## src/rtl/vn_debias_packer.sv

```systemverilog
// vn_debias_packer
// Von Neumann debiasing of a raw entropy bit stream, followed by LSB-first
// packing into WIDTH-bit words on a valid/ready output. A sticky overflow flag
// and a saturating discarded-pair counter feed health monitoring.

module vn_debias_packer #(
    parameter int WIDTH = 8,
    parameter int CNT_W = 16
) (
    input  logic             clk,
    input  logic             rst,
    input  logic             enable,
    input  logic             bit_valid,
    input  logic             bit_in,
    output logic [WIDTH-1:0] out_data,
    output logic             out_valid,
    input  logic             out_ready,
    output logic             overflow,
    output logic [CNT_W-1:0] drop_cnt
);

    localparam int                BC_W     = (WIDTH > 1) ? $clog2(WIDTH) : 1;
    localparam logic [BC_W-1:0]   LAST_POS = BC_W'(WIDTH - 1);
    localparam logic [CNT_W-1:0]  CNT_MAX  = {CNT_W{1'b1}};

    typedef enum logic [0:0] {
        FIRST  = 1'b0,
        SECOND = 1'b1
    } pair_state_t;

    pair_state_t      state_r, state_nxt_s;
    logic             b0_r, b0_nxt_s;
    logic             emit_s, drop_s;
    logic [WIDTH-1:0] shift_r, shift_nxt_s, shift_set_s;
    logic [BC_W-1:0]  bit_cnt_r, bit_cnt_nxt_s;
    logic             word_done_s;
    logic [WIDTH-1:0] data_r, data_nxt_s;
    logic             valid_r, valid_nxt_s;
    logic             overflow_r, overflow_nxt_s;
    logic [CNT_W-1:0] drop_cnt_r, drop_cnt_nxt_s;

    // Pair FSM next state: disabling flushes any half pair without counting it.
    always_comb begin
        state_nxt_s = state_r;
        b0_nxt_s    = b0_r;
        emit_s      = 1'b0;
        drop_s      = 1'b0;
        if (!enable) begin
            state_nxt_s = FIRST;
        end else if (bit_valid) begin
            case (state_r)
                FIRST: begin
                    state_nxt_s = SECOND;
                    b0_nxt_s    = bit_in;
                end
                SECOND: begin
                    state_nxt_s = FIRST;
                    if (bit_in != b0_r) begin
                        emit_s = 1'b1;
                    end else begin
                        drop_s = 1'b1;
                    end
                end
                default: begin
                    state_nxt_s = FIRST;
                end
            endcase
        end else begin
            state_nxt_s = state_r;
        end
    end

    // Packer: the debiased bit equals the held first bit; the last bit completes the word.
    always_comb begin
        shift_set_s            = shift_r;
        shift_set_s[bit_cnt_r] = b0_r;
        word_done_s            = emit_s && (bit_cnt_r == LAST_POS);
        shift_nxt_s            = shift_r;
        bit_cnt_nxt_s          = bit_cnt_r;
        if (word_done_s) begin
            shift_nxt_s   = {WIDTH{1'b0}};
            bit_cnt_nxt_s = {BC_W{1'b0}};
        end else if (emit_s) begin
            shift_nxt_s   = shift_set_s;
            bit_cnt_nxt_s = bit_cnt_r + BC_W'(1);
        end else begin
            shift_nxt_s   = shift_r;
            bit_cnt_nxt_s = bit_cnt_r;
        end
    end

    // Output register: load when free or being consumed, otherwise drop and flag overflow.
    always_comb begin
        data_nxt_s     = data_r;
        valid_nxt_s    = valid_r;
        overflow_nxt_s = overflow_r;
        if (word_done_s && (!valid_r || out_ready)) begin
            data_nxt_s  = shift_set_s;
            valid_nxt_s = 1'b1;
        end else if (word_done_s) begin
            overflow_nxt_s = 1'b1;
        end else if (valid_r && out_ready) begin
            valid_nxt_s = 1'b0;
        end else begin
            valid_nxt_s = valid_r;
        end
    end

    // Discarded-pair counter saturates at all-ones instead of wrapping.
    always_comb begin
        drop_cnt_nxt_s = drop_cnt_r;
        if (drop_s && (drop_cnt_r != CNT_MAX)) begin
            drop_cnt_nxt_s = drop_cnt_r + CNT_W'(1);
        end else begin
            drop_cnt_nxt_s = drop_cnt_r;
        end
    end

    // Pair FSM and held first bit.
    always_ff @(posedge clk or posedge rst) begin
        if (rst) begin
            state_r <= FIRST;
            b0_r    <= 1'b0;
        end else begin
            state_r <= state_nxt_s;
            b0_r    <= b0_nxt_s;
        end
    end

    // Partial word shift register and its bit count.
    always_ff @(posedge clk or posedge rst) begin
        if (rst) begin
            shift_r   <= {WIDTH{1'b0}};
            bit_cnt_r <= {BC_W{1'b0}};
        end else begin
            shift_r   <= shift_nxt_s;
            bit_cnt_r <= bit_cnt_nxt_s;
        end
    end

    // Output word, valid flag and health status registers.
    always_ff @(posedge clk or posedge rst) begin
        if (rst) begin
            data_r     <= {WIDTH{1'b0}};
            valid_r    <= 1'b0;
            overflow_r <= 1'b0;
            drop_cnt_r <= {CNT_W{1'b0}};
        end else begin
            data_r     <= data_nxt_s;
            valid_r    <= valid_nxt_s;
            overflow_r <= overflow_nxt_s;
            drop_cnt_r <= drop_cnt_nxt_s;
        end
    end

    assign out_data  = data_r;
    assign out_valid = valid_r;
    assign overflow  = overflow_r;
    assign drop_cnt  = drop_cnt_r;

endmodule

```

## config.mk

```make
export PLATFORM = sky130hd
export DESIGN_NAME = vn_debias_packer
export DESIGN_NICKNAME = d
export VERILOG_FILES = /design/src/rtl/vn_debias_packer.sv
export SDC_FILE = /design/constraint.sdc
export NUM_CORES = 1
export LEC_CHECK = 0
export ABC_AREA = 1
export BUFFER_PORTS_ARGS = -buffer_cell sky130_fd_sc_hd__buf_2
export CAP_MARGIN = 10
export CORE_MARGIN = 5
export CORE_UTILIZATION = 30
export DETAILED_ROUTE_END_ITERATION = 16
export HOLD_SLACK_MARGIN = 0.05
export SYNTH_ARGS = -nofsm -noshare
export SYNTH_HDL_FRONTEND = slang
export SYNTH_SLANG_ARGS = --single-unit
```

## constraint.sdc

```tcl
create_clock -name clk -period 2.3 [get_ports clk]
set_clock_uncertainty 0.1 [all_clocks]
set_input_delay 0.575 -clock clk [delete_from_list [all_inputs] [get_ports clk]]
set_output_delay 0.575 -clock clk [all_outputs]
set_load 0.05 [all_outputs]
```

==> flow_summary.ini <==
[sta]
fin_crit_ns = 1.84
setup_viol = 0
slew_viol_final = 0
setup_tns_ns = 0
rsz0062_at_grt = false
finalHoldViolCount = 0
worst_slew_pin_slew_ns = 0.493
post-route-period-util_pct = 80.0
timing.fmax_ghz = 0.543
relSlewSlack_pct = 67.1

[grt]
grt_pass1_vias = 1807
antenna_found_initial = 0
grt_max_degree = 40
grt_first_pass_wirelength_um = 7970
grt_overflow = 0
grt_usage_pct = 11.5

[critical_path]
cp_max_fo = 10
r2r-end = drop_cnt[2]
arrival_ns = 1.92
crit_family = flip-flops
required_ns = 2.38
critPathMaxStageDelay_ns = 0.44
regToRegSetupSlack_ns = 0.46
path_class = reg2reg
path_buf_inv = 2
r2r-start = drop_cnt[0]
crit_path_end_kind = flop
cp-start-kind = flop
slowest_stage = dfrtp_1
worstRegToRegCells = 7
worstPathCellList = ha_1 > inv_1 > nor2_4 > nand2_4 > o21ai_4 > buf_4 > o21ai_0

[synthesis]
netlist_top_cells_count = nand2_1, dfrtp_1, inv_1
synth_area_leader_cell = dfrtp_1
synth_edf_count = 0
synth_area_leaders = dfrtp_1, nand2_1, inv_1
synth_cells = 284
yosys.cell_count.top_type = nand2_1
ys_seq_elements = 39
yosysWarnings = 0
synth-main-ff-cell = dfrtp_1
syn_area_per_cell_um2 = 7.38
netlist_area_mm2 = 0.00209
synth_async_sr_flop_share_pct = 100
synth-seq-area-share_pct = 46.6
yosysTopAreaCellShare_pct = 46.6
synth_nets = 293
ys_types = 24

[pwr]
switching_share_pct = 34.7
p_comb_share_pct = 23.8
p_per_area_mw_per_mm2 = 755
peakVddDrop_mv = 0.425
leakage_uw = 0.00130
pwr-share-clk_pct = 29.4
p_int_uw = 1220
power_frac_seq_pct = 46.7
switchingPower_uw = 645

[clock_tree]
cts_sinks = 39
cts-root-buf = clkbuf_8
insertion_delay_ns = 0.29
post_cts_buffers = 0
tritoncts = done
ctsHtreeMaxLevel = 2
cts.path.max_buffers = 2
clk_pin_slew_ns = 0.07
cts_resized = 0
cts_buffers = 5
cts_hold_buf = 0

[drt]
num_vias = 1803
drc = 0
drtIter0Drc = 54
drt-total-wl_um = 4600
first_pass_iters = 5
ant_nets = 0
viasPerCell = 4.31
wl_per_cell_um = 11.0

[floorplanning]
die_x_um = 93.6
dieArea_mm2 = 0.00875
start_util_pct = 30.8
core_area_mm2 = 0.00679
rows = 30
ios = 32
die_y_um = 93.6

[outcome]
status = complete, no violations

[placed_design]
dp_hpwl_um = 3420
place_congestion = 0.836
portBuffers = 31

[cells_and_area]
area_delta_synth_final_pct = 17.7
final_util_pct = 36.3
layout.nets = 331
layout-drive-gt1-share_pct = 15.8
antenna_cells = 0

[min_path]
hold_path_class = in2async

[flow_run]
maxCapViolations = 0
area by class of cell:
type,instances,area (um^2)
Sequential cell,39,976
Fill cell,720,4330
Multi-Input combinational cell,214,985
Clock buffer,6,72.6
Clock inverter,1,30.0
Tap cell,96,120
Inverter,29,111
Timing Repair Buffer,33,170
cell usage in the layout, fill, tap and decap left out, drive strengths merged:
cell type and instances:
nand4 4, nand2 141, ha 3, buf 33, nor2 21, bufinv 1
o21bai 1, nand3 14, dfrtp 39, xor2 2, nand3b 1, clkbuf 6
xnor2 5, a21oi 2, o21ai 20, inv 29
how the worst max path moves through the flow:
stage                start      endpoint  cells past startpoint
2_1_floorplan  drop_cnt[0]  drop_cnt[15]                      9
5_1_grt        drop_cnt[0]   drop_cnt[2]                      8
3_5_place_dp        bit_in    shift_r[7]                      8
6_report       drop_cnt[0]   drop_cnt[2]                      7
3_3_place_gp        bit_in   out_data[0]                      8
4_1_cts        drop_cnt[0]   drop_cnt[2]                      7
flip-flops by register name, indices dropped and copies added (netlist names):
register,count
b0_r,1
out_data,8
drop_cnt,16
bit_cnt_r,3
state_r,1
out_valid,1
overflow,1
shift_r,8
power by group through the flow:
| stage | Clock (uW) | Sequential [uW] | Combinational, uW |
|---|---|---|---|
| after CTS | 567 | 867 | 449 |
| final | 548 | 869 | 443 |
| after global routing | 605 | 879 | 497 |
| after floorplan | 0 | 963 | 240 |
| after detailed placement | 0 | 880 | 448 |
| after global placement | 0 | 877 | 445 |
layer usage:
metal	global-route usage [%]	wire, um	up-vias
met5	0	0	-
met4	3.49	58	0
met3	4.18	233	8
met2	19.1	2130	36
met1	13.9	2180	809
li1	-	-	950
logic make-up (layout without fill, tap and decap cells):
kind of cell	after synthesis	count (layout)	synth area share [%]
AOI/OAI and AO/OA	23	23	6.69
xor gates and xnor gates	7	7	2.93
adders and majority gates	3	3	1.79
buffers and inverters	31	69	6.39
DFF	39	39	46.6
and+or+nand+nor	181	181	35.6
stage by stage:
step	instance area (um^2)	total power, uW	setup slack (ns)	hold slack, ns	instances
2_1_floorplan	2090	1200	0.272	0.349	284
3_3_place_gp	2360	1320	0.439	0.354	411
3_5_place_dp	2360	1330	0.396	0.357	411
4_1_cts	2460	1880	0.445	0.302	418
5_1_grt	2460	1980	0.288	0.329	418
6_report	2460	1860	0.459	0.283	418
worst reg2reg max path: stages (launching register included):
cell,delay (ns)
dfrtp_1,0.44
ha_1,0.23
inv_1,0.08
nor2_4,0.19
nand2_4,0.08
o21ai_4,0.29
buf_4,0.23
o21ai_0,0.08
Note: power is estimated with default switching activity, not from simulation.
